## src/rtl/regfile_reader.sv

```systemverilog
// rtl/regfile_reader.sv - burst read sequencer for regfile, valid/ready word stream out
// Optional abort port enabled by defining REGFILE_READER_ABORT_EN.
module regfile_reader #(
   parameter int size  = 16,
   parameter int width = 8,
   localparam int AW   = $clog2(size),
   localparam int CW   = $clog2(size + 1)
) (
   input  logic             clock,
   input  logic             reset,
   input  logic             start,
   input  logic [AW-1:0]    first_idx,
   input  logic [CW-1:0]    count,
`ifdef REGFILE_READER_ABORT_EN
   input  logic             abort,
`endif
   output logic [AW-1:0]    rf_readSel,
   input  logic [width-1:0] rf_outdata,
   output logic             out_valid,
   input  logic             out_ready,
   output logic [width-1:0] out_data,
   output logic [AW-1:0]    out_idx,
   output logic             busy,
   output logic             done
);

   typedef enum logic [1:0] {IDLE, FETCH, HOLD} state_t;

   state_t           state_q, state_d;
   logic [AW-1:0]    ptr_q, ptr_d;
   logic [CW-1:0]    rem_q, rem_d;
   logic             out_valid_q, out_valid_d;
   logic [width-1:0] out_data_q, out_data_d;
   logic [AW-1:0]    out_idx_q, out_idx_d;
   logic             busy_q, busy_d;
   logic             done_q, done_d;

   logic             load;
   logic [AW-1:0]    first_mod;
   logic [CW-1:0]    count_clamp;
   logic [AW-1:0]    ptr_next;

   // first_idx < 2*size always holds, so a single subtraction reduces it
   always_comb begin
      if ({1'b0, first_idx} >= (AW+1)'(size)) first_mod = first_idx - AW'(size);
      else                                    first_mod = first_idx;
      count_clamp = (count > CW'(size)) ? CW'(size) : count;
      ptr_next    = (ptr_q == AW'(size - 1)) ? '0 : ptr_q + AW'(1);
   end

   always_comb begin
      state_d     = state_q;
      ptr_d       = ptr_q;
      rem_d       = rem_q;
      out_valid_d = out_valid_q;
      out_data_d  = out_data_q;
      out_idx_d   = out_idx_q;
      busy_d      = busy_q;
      done_d      = 1'b0;
      load        = 1'b0;

      case (state_q)
         IDLE: begin
            if (start) begin
               if (count != '0) begin
                  ptr_d   = first_mod;
                  rem_d   = count_clamp;
                  busy_d  = 1'b1;
                  state_d = FETCH;
               end else begin
                  done_d = 1'b1;
               end
            end
         end
         FETCH: begin
            load    = 1'b1;
            state_d = HOLD;
         end
         HOLD: begin
            if (out_ready) begin
               if (rem_q != '0) begin
                  load = 1'b1;
               end else begin
                  out_valid_d = 1'b0;
                  busy_d      = 1'b0;
                  done_d      = 1'b1;
                  state_d     = IDLE;
               end
            end
         end
         default: state_d = IDLE;
      endcase

      if (load) begin
         out_data_d  = rf_outdata;
         out_idx_d   = ptr_q;
         out_valid_d = 1'b1;
         ptr_d       = ptr_next;
         rem_d       = rem_q - CW'(1);
      end

`ifdef REGFILE_READER_ABORT_EN
      // abort beats a same-cycle handshake; that word is dropped
      if (busy_q && abort) begin
         out_valid_d = 1'b0;
         busy_d      = 1'b0;
         rem_d       = '0;
         done_d      = 1'b0;
         state_d     = IDLE;
      end
`endif
   end

   always_ff @(posedge clock) begin
      if (!reset) begin
         state_q     <= IDLE;
         ptr_q       <= '0;
         rem_q       <= '0;
         out_valid_q <= 1'b0;
         out_data_q  <= '0;
         out_idx_q   <= '0;
         busy_q      <= 1'b0;
         done_q      <= 1'b0;
      end else begin
         state_q     <= state_d;
         ptr_q       <= ptr_d;
         rem_q       <= rem_d;
         out_valid_q <= out_valid_d;
         out_data_q  <= out_data_d;
         out_idx_q   <= out_idx_d;
         busy_q      <= busy_d;
         done_q      <= done_d;
      end
   end

   assign rf_readSel = ptr_q;
   assign out_valid  = out_valid_q;
   assign out_data   = out_data_q;
   assign out_idx    = out_idx_q;
   assign busy       = busy_q;
   assign done       = done_q;

endmodule

```

## config.mk

```make
export PLATFORM = sky130hd
export DESIGN_NAME = regfile_reader
export DESIGN_NICKNAME = d
export VERILOG_FILES = /design/src/rtl/regfile_reader.sv
export SDC_FILE = /design/constraint.sdc
export NUM_CORES = 1
export LEC_CHECK = 0
export ABC_AREA = 1
export BUFFER_PORTS_ARGS = -buffer_cell sky130_fd_sc_hd__buf_2
export CORE_MARGIN = 2
export CORE_UTILIZATION = 53
export CTS_CLUSTER_SIZE = 8
export DETAILED_ROUTE_END_ITERATION = 12
export MAX_ROUTING_LAYER = met4
export PLACE_DENSITY = 0.92
export SETUP_SLACK_MARGIN = 0.15
export SLEW_MARGIN = 15
export SYNTH_ARGS = -nofsm -noshare
export SYNTH_HDL_FRONTEND = slang
export SYNTH_SLANG_ARGS = --single-unit
```

## constraint.sdc

```tcl
create_clock -name clock -period 3.1 [get_ports clock]
set_input_delay 0.31 -clock clock [delete_from_list [all_inputs] [get_ports clock]]
set_output_delay 0.31 -clock clock [all_outputs]
set_load 0.005 [all_outputs]
```

==> reports/metrics.csv, run 1 <==
stage,metric,value,unit
pwr,Pleak,0.780,nW
drt,DRT antenna net count,0,
clocking,CTS tree,built,
worst_setup_path,Worst R2R Start,rem_q[0],
sta,Slew HR,80.3,%
synthesis,post-synthesis mux area share,0,%
global_route,largest net degree at the start of global routing,26,
clocking,number of CTS-inserted buffers,3,
pwr,P_sw,0.000357,W
worst_setup_path,Worst EP required,3330,ps
clocking,H-Tree Depth,1,
pwr,internal power,0.000665,W
synthesis,Synth top area share,40.6,%
min_path,Hold WC Path Type,primary input to flip-flop,
clocking,Worst-Skew Late Latency,320,ps
cells_and_area,"Core Util, Final",67.7,%
global_route,GRT Resource Usage Total,22.4,%
cells_and_area,"Area growth, synth to finish",19.1,%
pwr,Comb power frac,34.3,%
die,die height,53.2,microns
synthesis,"Distinct cells, synth",24,
synthesis,Cells after Synth,178,
die,row cnt,17,
clocking,"Hold-fix buffers, CTS",0,
clocking,Bufs on Longest Clock Path,2,
run_status,status,finished clean,
cells_and_area,ant diodes,0,
worst_setup_path,Crit path largest cell delay,340,ps
pwr,clock power share,22.9,%
drt,vias per cell,5.09,
sta,Least-Margin Pin Slew,293,ps
sta,RSZ-0062 raised after global routing,false,
worst_setup_path,cell family with most CP delay,simple AND/OR/NAND/NOR gates,
global_route,grt ovf,0,
clocking,Clock Pin Slew Worst Setup and Hold Paths,150,ps
synthesis,"area leader, netlist",dfxtp_1,
pwr,switching share of power,34.9,%
worst_setup_path,WS Path Type,flip-flop to flip-flop,
drt,Pre-antenna DRT Iters,4,
sta,final setup fails,0,
run,Max-cap violations,0,
worst_setup_path,"most used cell, CP",nand2_1,
placement,dpl hpwl,2020,microns
sta,Max Clock Freq,0.564,GHz
worst_setup_path,end of the worst register-to-register path,rem_q[3],
synthesis,Synth Area in XOR/XNOR,3.42,%
sta,Final period util,57.2,%
pwr,PwrDens,670,mW/mm^2
min_path,Hold Crit Depth,3,
min_path,hold endpoint,out_data[3],
synthesis,post-synthesis simple-gate area fraction,27.8,%
worst_setup_path,CP bufs+invs,3,
worst_setup_path,R2R setup slack,1330,ps
cells_and_area,layout cells sized above 1,23.0,%
die,Die X,53.2,microns
sta,Final Skew,6.28,ps
cells_and_area,FILL cells,212,
worst_setup_path,CP Data Arrival Time,2010,ps
placement,RD Place Congestion,0.861,
synthesis,Synth area leaders,"dfxtp_1 41%, nor2_1 11%, nand2_1 8.8%",
die,Initial Util,56.8,%
worst_setup_path,Crit Path Max Fanout,25,
worst_setup_path,Critical Path Slowest Stage Cell,dfxtp_1,
drt,Via Count,1246,
synthesis,Yosys warning count,0,
worst_setup_path,crit-path cells,"inv_1, ha_1, inv_1, nor2_1, nand2_1, nand2_1, nand2_2, nand2_4, inv_2, nand2_1, nand2_1, nor2_1, nor2_1",
drt,average routed wire per standard cell,11.3,microns
placement,IO buf count,39,
clocking,clk sinks,26,
drt,initial DRC count,35,
synthesis,register bit total from synthesis,26,
clocking,postcts setup bufs,0,
clocking,Root Driver,clkbuf_4,
global_route,number of global-route vias before repair,1144,
die,core area,0.00225,sq mm
synthesis,compound-cell area share of the yosys netlist,14.0,%
synthesis,mapped cell area,0.00128,sq mm
drt,number of remaining DRC errors,0,
sta,Final Hold Vio Count,0,
synthesis,share of the yosys chip area belonging to registers,40.6,%
synthesis,Post-Syn Area per Cell,7.20,sq um
sta,fin. max-slew vios,0,
sta,Setup TNS,0,ps
worst_setup_path,CP Capture Type,flip-flop,
pwr,Seq pwr share,42.8,%
pwr,Peak VDD IR,0.000460,V
cells_and_area,Total Nets Final,245,
synthesis,main combinational cell family by area after synthesis,simple AND/OR/NAND/NOR gates,
sta,Tmin final,1770,ps
global_route,initial antenna violation count,0,
min_path,hold wc startpoint,rf_outdata[3],
die,die area,0.00283,sq mm
drt,routed wire length,2780,microns
die,I/O pins,40,
synthesis,Syn Nets,205,
clocking,post-cts resize count,0,
worst_setup_path,reg2reg path depth,13,
worst_setup_path,CP startpoint kind,flip-flop,
global_route,first-pass GRT wire length,4560,microns
synthesis,adder-cell share of the synthesized area,5.86,%
==> per-stage QoR <==
step           power [W]  worst slack, ps  hold WS, ps  instances  instance area (sq um)
5_1_grt          0.00110             1110          241        245                   1530
6_report         0.00102             1330          211        245                   1530
2_1_floorplan   0.000698             1680          446        178                   1280
4_1_cts          0.00102             1350          214        245                   1530
3_5_place_dp    0.000789             1370          470        241                   1470
3_3_place_gp    0.000779             1410          459        241                   1470
==> synth_stat cells <==
| cell type | count |
|---|---|
| a21oi_1 | 10 |
| buf_4 | 1 |
| buf_6 | 1 |
| buf_8 | 1 |
| clkbuf_1 | 1 |
| clkinv_1 | 1 |
| clkinv_2 | 1 |
| dfxtp_1 | 26 |
| ha_1 | 6 |
| inv_1 | 15 |
| inv_2 | 1 |
| nand2_1 | 30 |
| nand2_2 | 1 |
| nand2_4 | 2 |
| nand3_1 | 8 |
| nand4_1 | 3 |
| nor2_1 | 36 |
| nor2_2 | 1 |
| nor3_1 | 3 |
| o21ai_0 | 12 |
| o21ai_1 | 12 |
| o21ai_2 | 1 |
| xnor2_1 | 2 |
| xor2_1 | 3 |
==> per-layer routing <==
| layer | up-vias | share of wire [%] | wire [microns] | global-route usage [%] |
|---|---|---|---|---|
| met5 | - | 0 | 0 | - |
| met4 | 0 | 0.76 | 21 | 7.26 |
| met3 | 4 | 6.5 | 181 | 2.54 |
| met2 | 53 | 46 | 1270 | 39.2 |
| met1 | 539 | 47 | 1310 | 26.9 |
| li1 | 650 | - | - | - |
==> area by class of cell <==
| type | instances | area, sq um | area share [%] |
|---|---|---|---|
| clock inverters | 1 | 30.0 | 1.97 |
| well taps | 28 | 35.0 | 2.30 |
| clock buffers | 3 | 22.5 | 1.48 |
| flip-flops and latches | 26 | 520 | 34.1 |
| repair buffers | 39 | 195 | 12.8 |
| multi-input cells | 130 | 654 | 42.9 |
| inverters | 18 | 68.8 | 4.51 |
==> logic make-up (layout without fill, tap and decap cells) <==
logic type / count (synthesis) / count (layout)
and+or+nand+nor: 84 / 84
xor gates and xnor gates: 5 / 5
AOI/OAI and AO/OA: 35 / 35
DFF: 26 / 26
adders and majority gates: 6 / 6
buffers and inverters: 22 / 61
==> how the worst max path moves through the flow <==
stage	startpoint	endpoint	depth (start not counted)	slack, ps
floorplan	rem_q[0]	out_data[2]	12	1680
global placement	rem_q[0]	rem_q[3]	13	1410
detailed placement	rem_q[0]	rem_q[3]	13	1370
CTS	rem_q[0]	rem_q[3]	13	1350
global route	rem_q[0]	rem_q[3]	13	1110
finish	rem_q[0]	rem_q[3]	13	1330
==> layout by cell type, fill, tap and decap left out <==
| cell | n |
|---|---|
| buf_2 | 39 |
| nor2_1 | 36 |
| nand2_1 | 30 |
| dfxtp_1 | 26 |
| inv_1 | 15 |
| o21ai_0 | 12 |
| o21ai_1 | 12 |
| a21oi_1 | 10 |
| nand3_1 | 8 |
| ha_1 | 6 |
| nand4_1 | 3 |
| nor3_1 | 3 |
| xor2_1 | 3 |
| clkbuf_4 | 3 |
| nand2_4 | 2 |
| xnor2_1 | 2 |
| nor2_2 | 1 |
| nand2_2 | 1 |
| clkinv_1 | 1 |
| inv_2 | 1 |
| clkinv_2 | 1 |
| o21ai_2 | 1 |
| bufinv_16 | 1 |
==> flip-flops by register name, summed over array words and instances, names as in the netlist <==
signal      flops
rf_readSel      4
busy            1
rem_q           5
done            1
out_idx         4
out_data        8
state_q         2
out_valid       1
==> worst register-to-register path: cells and delay by family (launching register included) <==
family                   cells  cell delay [ps]
AND/OR/NAND/NOR              9              860
flip-flops                   1              340
buffers and inverters        3              330
adder cells (fa/ha/maj)      1              150
==> power groups by stage <==
stage               logic, W  clock network, W  registers, W
finish              0.000350          0.000234      0.000437
CTS                 0.000348          0.000236      0.000437
global route        0.000403          0.000247      0.000446
floorplan           0.000255                 0      0.000443
detailed placement  0.000345                 0      0.000444
global placement    0.000336                 0      0.000443
Note: power is estimated with default switching activity, not from simulation.
==> inputs of run 2 (changes only) <==
--- a/config.mk
+++ b/config.mk
@@ -5,14 +5,14 @@
 export SDC_FILE = /design/constraint.sdc
 export NUM_CORES = 1
 export LEC_CHECK = 0
-export ABC_AREA = 1
+export ABC_AREA = 0
 export BUFFER_PORTS_ARGS = -buffer_cell sky130_fd_sc_hd__buf_2
 export CORE_MARGIN = 2
-export CORE_UTILIZATION = 53
+export CORE_UTILIZATION = 45
 export CTS_CLUSTER_SIZE = 8
 export DETAILED_ROUTE_END_ITERATION = 12
 export MAX_ROUTING_LAYER = met4
-export PLACE_DENSITY = 0.92
+export PLACE_DENSITY = 0.84
 export SETUP_SLACK_MARGIN = 0.15
 export SLEW_MARGIN = 15
 export SYNTH_ARGS = -nofsm -noshare
==> constraint.sdc (replaced) <==
create_clock -name clock -period 1.6 [get_ports clock]
set_input_delay 0.16 -clock clock [delete_from_list [all_inputs] [get_ports clock]]
set_output_delay 0.16 -clock clock [all_outputs]
set_load 0.005 [all_outputs]
==> run 2 against run 1 <==
- the flow now finishes with violations (negative setup slack)
- global-route usage shrank 1.1 points
- combinational power is 49% higher
- count of clock-buffer cells in the layout is the same
- clock power up 100%
- non-clock buffer count up 25
- sequential power up 69%
- area after synthesis is 1.9% higher
- first-iteration DRC count is 29% higher
- cell area up 19%
- die area grew 18%
- critical endpoint is now rf_readSel[2]
- largest cell class unchanged
==> reports/metrics.csv, run 2 <==
stage,metric,value,unit,change
clocking,Bufs on Longest Clock Path,2,,unchanged
synthesis,"count leader, synth",nand2_1,,was nor2_1
sta,RSZ-0062 raised after global routing,true,,was false
cells_and_area,register area,523,sq um,was 520 sq um
synthesis,Yosys warning count,0,,unchanged
clocking,Clock Pin Slew Worst Setup and Hold Paths,150,ps,about the same
run_status,failing checks,negative setup slack,,
die,row cnt,19,,was 17
worst_setup_path,Crit Path Max Fanout,3,,was 25
cells_and_area,layout cells sized above 1,41.4,%,was 23.0%
drt,initial DRC count,45,,was 35
worst_setup_path,reg2reg path depth,6,,was 13
sta,fin. max-slew vios,0,,unchanged
sta,Slew HR,75.4,%,was 80.3%
cells_and_area,"commonest non-fill, non-tap cells in the layout","39 x nand2_1, 39 x buf_2, 24 x dfxtp_1",,"was 39 x buf_2, 36 x nor2_1, 30 x nand2_1"
drt,Pre-antenna DRT Iters,4,,unchanged
sta,Least-Margin Pin Slew,368,ps,was 293 ps
clocking,H-Tree Depth,1,,unchanged
sta,Final Hold Vio Count,0,,unchanged
drt,number of remaining DRC errors,0,,unchanged
pwr,Pleak,0.806,nW,was 0.780 nW
cells_and_area,FILL cells,238,,was 212
die,Initial Util,47.3,%,was 56.8%
drt,metal3 WL,217,microns,was 181 microns
synthesis,Post-Syn Area per Cell,8.47,sq um,was 7.20 sq um
die,die area,0.00335,sq mm,was 0.00283 sq mm
sta,Final Skew,7.25,ps,was 6.28 ps
clocking,Worst-Skew Late Latency,340,ps,was 320 ps
cells_and_area,Total Nets Final,243,,was 245
placement,IO buf count,39,,unchanged
cells_and_area,ant diodes,0,,unchanged
drt,routed wire length,3470,microns,was 2780 microns
die,core area,0.00276,sq mm,was 0.00225 sq mm
synthesis,Cells after Synth,154,,was 178
cells_and_area,max reg flops,8,,unchanged
global_route,GRT Resource Usage Total,21.3,%,was 22.4%
synthesis,Syn Nets,181,,was 205
worst_setup_path,WS Path Type,flip-flop to flip-flop,,unchanged
sta,Final WS setup,-236,ps,was 1330 ps
worst_setup_path,Worst EP required,1860,ps,was 3330 ps
synthesis,"Distinct cells, synth",39,,was 24
drt,DRT antenna net count,0,,unchanged
drt,vias per cell,5.57,,was 5.09
placement,dpl hpwl,2400,microns,was 2020 microns
clocking,clk sinks,26,,unchanged
sta,Max Clock Freq,0.545,GHz,was 0.564 GHz
synthesis,"area leader, netlist",dfxtp_1,,unchanged
drt,met2 WL,1790,microns,was 1270 microns
placement,RD Place Congestion,0.835,,was 0.861
synthesis,Synth area leaders,"dfxtp_1 40%, nand2_1 11%, a21oi_1 6.1%",,"was dfxtp_1 41%, nor2_1 11%, nand2_1 8.8%"
worst_setup_path,CP Capture Type,flip-flop,,unchanged
worst_setup_path,CP startpoint kind,flip-flop,,unchanged
worst_setup_path,R2R setup slack,-240,ps,was 1330 ps
sta,Tmin final,1840,ps,was 1770 ps
min_path,Hold Crit Depth,3,,unchanged
global_route,grt ovf,0,,unchanged
die,Die X,57.9,microns,was 53.2 microns
drt,Top Metal Used,met4,,unchanged
cells_and_area,Multi-input gate area,774,sq um,was 654 sq um
synthesis,register bit total from synthesis,26,,unchanged
die,die height,57.9,microns,was 53.2 microns
global_route,initial antenna violation count,0,,unchanged
global_route,number of global-route vias before repair,1258,,was 1144
run_status,status,"complete, but fails checks",,was finished clean
run,Max-cap violations,0,,unchanged
synthesis,mapped cell area,0.00131,sq mm,was 0.00128 sq mm
drt,M1 wire length,1400,microns,was 1310 microns
pwr,total chip power,0.00173,W,was 0.00102 W
drt,Via Count,1369,,was 1246
sta,Final period util,115,%,was 57.2%
global_route,largest net degree at the start of global routing,21,,was 26
synthesis,Post-synth EDFFs,0,,unchanged
worst_setup_path,CP Data Arrival Time,2100,ps,was 2010 ps
placement,Post-Place Setup Slack,-250,ps,was 1370 ps
synthesis,"Top FF cell, synth",dfxtp_1,,unchanged
clocking,"Hold-fix buffers, CTS",0,,unchanged
clocking,number of CTS-inserted buffers,3,,unchanged
synthesis,top post-synthesis cells by count,"39 x nand2_1, 26 x dfxtp_1, 16 x a21oi_1",,"was 36 x nor2_1, 30 x nand2_1, 26 x dfxtp_1, 15 x inv_1"
synthesis,Synth top area share,39.9,%,was 40.6%
synthesis,asr flop ratio synth,0,%,unchanged
clocking,Root Driver,clkbuf_4,,unchanged
min_path,Hold WC Path Type,primary input to flip-flop,,unchanged
pwr,Peak VDD IR,0.000724,V,was 0.000460 V
sta,final setup fails,22,,was 0
global_route,first-pass GRT wire length,5430,microns,was 4560 microns
drt,average routed wire per standard cell,14.1,microns,was 11.3 microns
pwr,PwrDens,952,mW/mm^2,was 670 mW/mm^2
clocking,CTS tree,built,,unchanged
die,I/O pins,40,,unchanged
cells_and_area,"Area growth, synth to finish",39.0,%,was 19.1%
synthesis,share of the yosys chip area belonging to registers,39.9,%,was 40.6%
==> run 2: path summary, 6_finish.rpt <==
check | from | end
max | rem_q[1] | rf_readSel[2]
min | rf_outdata[0] | out_data[0]
max reg2reg | rem_q[1] | rf_readSel[2]
min reg2reg | out_data[4] | out_data[4]
==> run 2: routing by layer <==
| layer | up-vias | global-route usage, % |
|---|---|---|
| li1 | 673 | - |
| met1 | 642 | 24.4 |
| met2 | 47 | 36.2 |
| met3 | 7 | 5.13 |
| met4 | 0 | 7.31 |
| met5 | - | - |
==> run 2: stage by stage <==
stage | setup TNS, ps | hold WS [ps] | utilization, % | cells | cell area [sq um]
after floorplan | -989 | 296 | - | 154 | 1350
after global routing | -5560 | 29.9 | 65.8 | 246 | 1810
after detailed placement | -4070 | 410 | 61.3 | 239 | 1690
after global placement | -3230 | 403 | 61.3 | 239 | 1690
after CTS | -3590 | 38.8 | 63.5 | 244 | 1750
final | -3570 | 44.4 | 65.8 | 246 | 1810
==> run 2: area by class of cell <==
cell class	count	share of cell area, %
sequential	26	28.8
tap	31	2.14
clock buffer	3	1.24
multi-input combinational	114	42.7
timing repair buffer	64	22.0
inverter	7	1.45
clock inverter	1	1.66
==> run 2: report_power, final <==
part	internal, W	leakage (nW)	total (W)	switching [W]
Sequential	0.000699	0.213	0.000739	0.0000400
Clock	0.000254	0.0279	0.000468	0.000214
Combinational	0.000264	0.565	0.000520	0.000256
==> run 2: worst max-delay path, stage by stage (launching register included) <==
cell,delay (ps)
dfxtp_2,360
inv_2,80
ha_4,120
or4b_4,510
a21oi_4,180
mux2_4,320
o311ai_2,200
==> run 2: kinds of logic (layout without fill, tap and decap cells) <==
| family | count (synthesis) | in the layout | synth area share (%) |
|---|---|---|---|
| flip-flops | 26 | 26 | 39.9 |
| multiplexers | 3 | 3 | 2.68 |
| XOR/XNOR | 1 | 1 | 0.671 |
| AND/OR/NAND/NOR | 59 | 59 | 21.8 |
| adder cells (fa/ha/maj) | 6 | 6 | 5.75 |
| AO/OA/AOI/OAI | 45 | 45 | 23.8 |
| buffers and inverters | 14 | 75 | 5.47 |
==> run 2: what timing repair did <==
action | 4_1_cts | 5_1_grt
setup endpoints to repair | 24 | 25
pin swaps | 1 | 1
buffers inserted | 1 | 2
gates cloned | 0 | 0
gates resized for setup | 2 | 9
==> inputs of run 3 (changes only) <==
--- a/config.mk
+++ b/config.mk
@@ -5,7 +5,7 @@
 export SDC_FILE = /design/constraint.sdc
 export NUM_CORES = 1
 export LEC_CHECK = 0
-export ABC_AREA = 0
+export ABC_AREA = 1
 export BUFFER_PORTS_ARGS = -buffer_cell sky130_fd_sc_hd__buf_2
 export CORE_MARGIN = 2
 export CORE_UTILIZATION = 45
==> run 3 against run 2 <==
- the flow now finishes without violations
- via count fell by 3.6%
- first-iteration DRC count rose by 49%
- combinational power rose by 75%
- fmax rose by 23%
- flip-flop and latch count did not move
- largest power group is now combinational cells
- utilization fell by 3.2 points
- non-clock buffer count fell by 12
- register-to-register slack improved by 350 ps
- sequential power rose by 16%
- global-route usage fell by 1.1 points
- critical path depth rose by 6
==> reports/metrics.csv, run 3 (synthesis results as in run 1) <==
stage,metric,value,unit,change
drt,average routed wire per standard cell,11.5,microns,was 14.1 microns
global_route,GRT Resource Usage Total,20.2,%,was 21.3%
cells_and_area,layout cells sized above 1,37.7,%,was 41.4%
global_route,number of global-route vias before repair,1225,,was 1258
cells_and_area,max reg flops,8,,unchanged
drt,routed wire length,3000,microns,was 3470 microns
global_route,largest net degree at the start of global routing,18,,was 21
sta,Final period util,93.1,%,was 115%
run_status,status,finished clean,,"was complete, but fails checks"
die,die area,0.00329,sq mm,was 0.00335 sq mm
sta,Setup TNS,0,ps,was -3570 ps
worst_setup_path,Crit. Startpoint,rem_q[1],,unchanged
cells_and_area,"Area growth, synth to finish",33.5,%,was 39.0%
worst_setup_path,CP Data Arrival Time,1720,ps,was 2100 ps
sta,fin. max-slew vios,0,,unchanged
global_route,initial antenna violation count,0,,unchanged
drt,vias per cell,5.04,,was 5.57
clocking,Bufs on Longest Clock Path,2,,unchanged
worst_setup_path,Critical Path Slowest Stage Cell,dfxtp_2,,was or4b_4
cells_and_area,"commonest non-fill, non-tap cell in the layout",buf_2,,
run,Max-cap violations,0,,unchanged
die,core area,0.00273,sq mm,was 0.00276 sq mm
drt,DRT antenna net count,0,,unchanged
worst_setup_path,WS Path Type,flip-flop to flip-flop,,unchanged
cells_and_area,Total Nets Final,259,,was 243
pwr,Pleak,0.843,nW,was 0.806 nW
cells_and_area,"commonest non-fill, non-tap cells in the layout","39 x buf_2, 34 x nor2_1, 26 x nand2_1",,"was 39 x nand2_1, 39 x buf_2, 24 x dfxtp_1"
die,Die X,57.4,microns,was 57.9 microns
sta,Slew HR,79.9,%,was 75.4%
min_path,hold wc startpoint,rf_outdata[1],,was rf_outdata[0]
cells_and_area,"Core Util, Final",62.6,%,was 65.8%
clocking,clk sinks,26,,unchanged
drt,Pre-antenna DRT Iters,4,,unchanged
sta,RSZ-0062 raised after global routing,true,,unchanged
sta,Tmin final,1490,ps,was 1840 ps
worst_setup_path,cell family with most CP delay,simple AND/OR/NAND/NOR gates,,unchanged
worst_setup_path,crit-path cells,"inv_2, ha_4, inv_2, nor2_4, nand2_1, nand2_1, nand2_2, nand2_4, buf_6, o21ai_2, nor2_1, nor2_1",,"was inv_2, ha_4, or4b_4, a21oi_4, mux2_4, o311ai_2"
clocking,Worst-Skew Late Latency,320,ps,was 340 ps
pwr,Peak VDD IR,0.000783,V,was 0.000724 V
die,Initial Util,46.9,%,was 47.3%
worst_setup_path,Worst R2R Start,rem_q[1],,unchanged
clocking,number of CTS-inserted buffers,3,,unchanged
drt,number of remaining DRC errors,0,,unchanged
die,I/O pins,40,,unchanged
sta,Final Hold Vio Count,0,,unchanged
pwr,PwrDens,1230,mW/mm^2,was 952 mW/mm^2
worst_setup_path,CP Capture Type,flip-flop,,unchanged
drt,initial DRC count,67,,was 45
cells_and_area,ant diodes,0,,unchanged
clocking,"Hold-fix buffers, CTS",0,,unchanged
cells_and_area,final instance area,0.00171,sq mm,was 0.00181 sq mm
sta,Final Skew,7.90,ps,was 7.25 ps
sta,Max Clock Freq,0.671,GHz,was 0.545 GHz
clocking,Root Driver,clkbuf_4,,unchanged
sta,final setup fails,0,,was 22
drt,Via Count,1320,,was 1369
global_route,grt ovf,0,,unchanged
worst_setup_path,CP bufs+invs,3,,was 1
clocking,Clock Pin Slew Worst Setup and Hold Paths,140,ps,was 150 ps
placement,IO buf count,39,,unchanged
clocking,H-Tree Depth,1,,unchanged
min_path,Hold WC Path Type,primary input to flip-flop,,unchanged
placement,Post-Place Cell Area,0.00152,sq mm,was 0.00169 sq mm
cells_and_area,FILL cells,245,,was 238
die,die height,57.4,microns,was 57.9 microns
sta,Least-Margin Pin Slew,299,ps,was 368 ps
clocking,CTS tree,built,,unchanged
worst_setup_path,CP startpoint kind,flip-flop,,unchanged
placement,RD Place Congestion,0.848,,was 0.835
worst_setup_path,Worst EP required,1830,ps,was 1860 ps
pwr,total chip power,0.00210,W,was 0.00173 W
placement,dpl hpwl,2150,microns,was 2400 microns
die,row cnt,19,,unchanged
worst_setup_path,Crit Path Max Fanout,6,,was 3
global_route,first-pass GRT wire length,5200,microns,was 5430 microns
worst_setup_path,Crit path largest cell delay,360,ps,was 510 ps
==> run 3: area by class of cell <==
cell class / instances / area (sq um) / area share (%)
Tap cell: 31 / 38.8 / 2.27
Multi-Input combinational cell: 131 / 731 / 42.7
Timing Repair Buffer: 52 / 300 / 17.6
Inverter: 18 / 80.1 / 4.68
Sequential cell: 26 / 524 / 30.7
Clock buffer: 4 / 36.3 / 2.12
==> run 3: worst paths after layout <==
| path | end | slack, ps | cells after the start |
|---|---|---|---|
| worst max-delay path | rem_q[1] | 110 | 12 |
| worst min-delay path | out_data[1] | 70 | 3 |
| worst max register to register | rem_q[1] | 110 | 12 |
| worst min register to register | state_q[0] | 490 | 2 |
==> run 3: metrics by stage <==
step           hold WS (ps)  instances  worst slack, ps
2_1_floorplan           296        178              180
5_1_grt                92.8        262             4.81
4_1_cts                73.9        259              108
3_5_place_dp            407        250            -8.79
6_report               65.6        262              110
3_3_place_gp            397        250             73.8
==> run 3: where the power goes <==
part	switching, W	internal, W
combinational	0.000498	0.000413
sequential	0.0000920	0.000766
clock	0.000193	0.000139
==> run 3: worst register-to-register path: stages, from the launching register on <==
cell and delay [ps]:
dfxtp_2 360, inv_2 80, ha_4 130, inv_2 40
nor2_4 70, nand2_1 50, nand2_1 70, nand2_2 80
nand2_4 150, buf_6 150, o21ai_2 60, nor2_1 110
nor2_1 50
==> run 3: what timing repair did <==
item | CTS | global route
buffers inserted | 4 | 3
pin swaps | 4 | 11
gates cloned | 1 | 0
resized for setup | 12 | 24
endpoints found under the setup margin | 22 | 24
==> run 3: layer usage <==
layer  up-vias  part of all wire (%)  global-route usage (%)
met2        51                    48                    34.7
met4         0                   1.5                    3.99
met3         9                   6.3                    3.40
li1        684                     -                       -
met1       576                    44                    24.9
met5         -                     0                       -
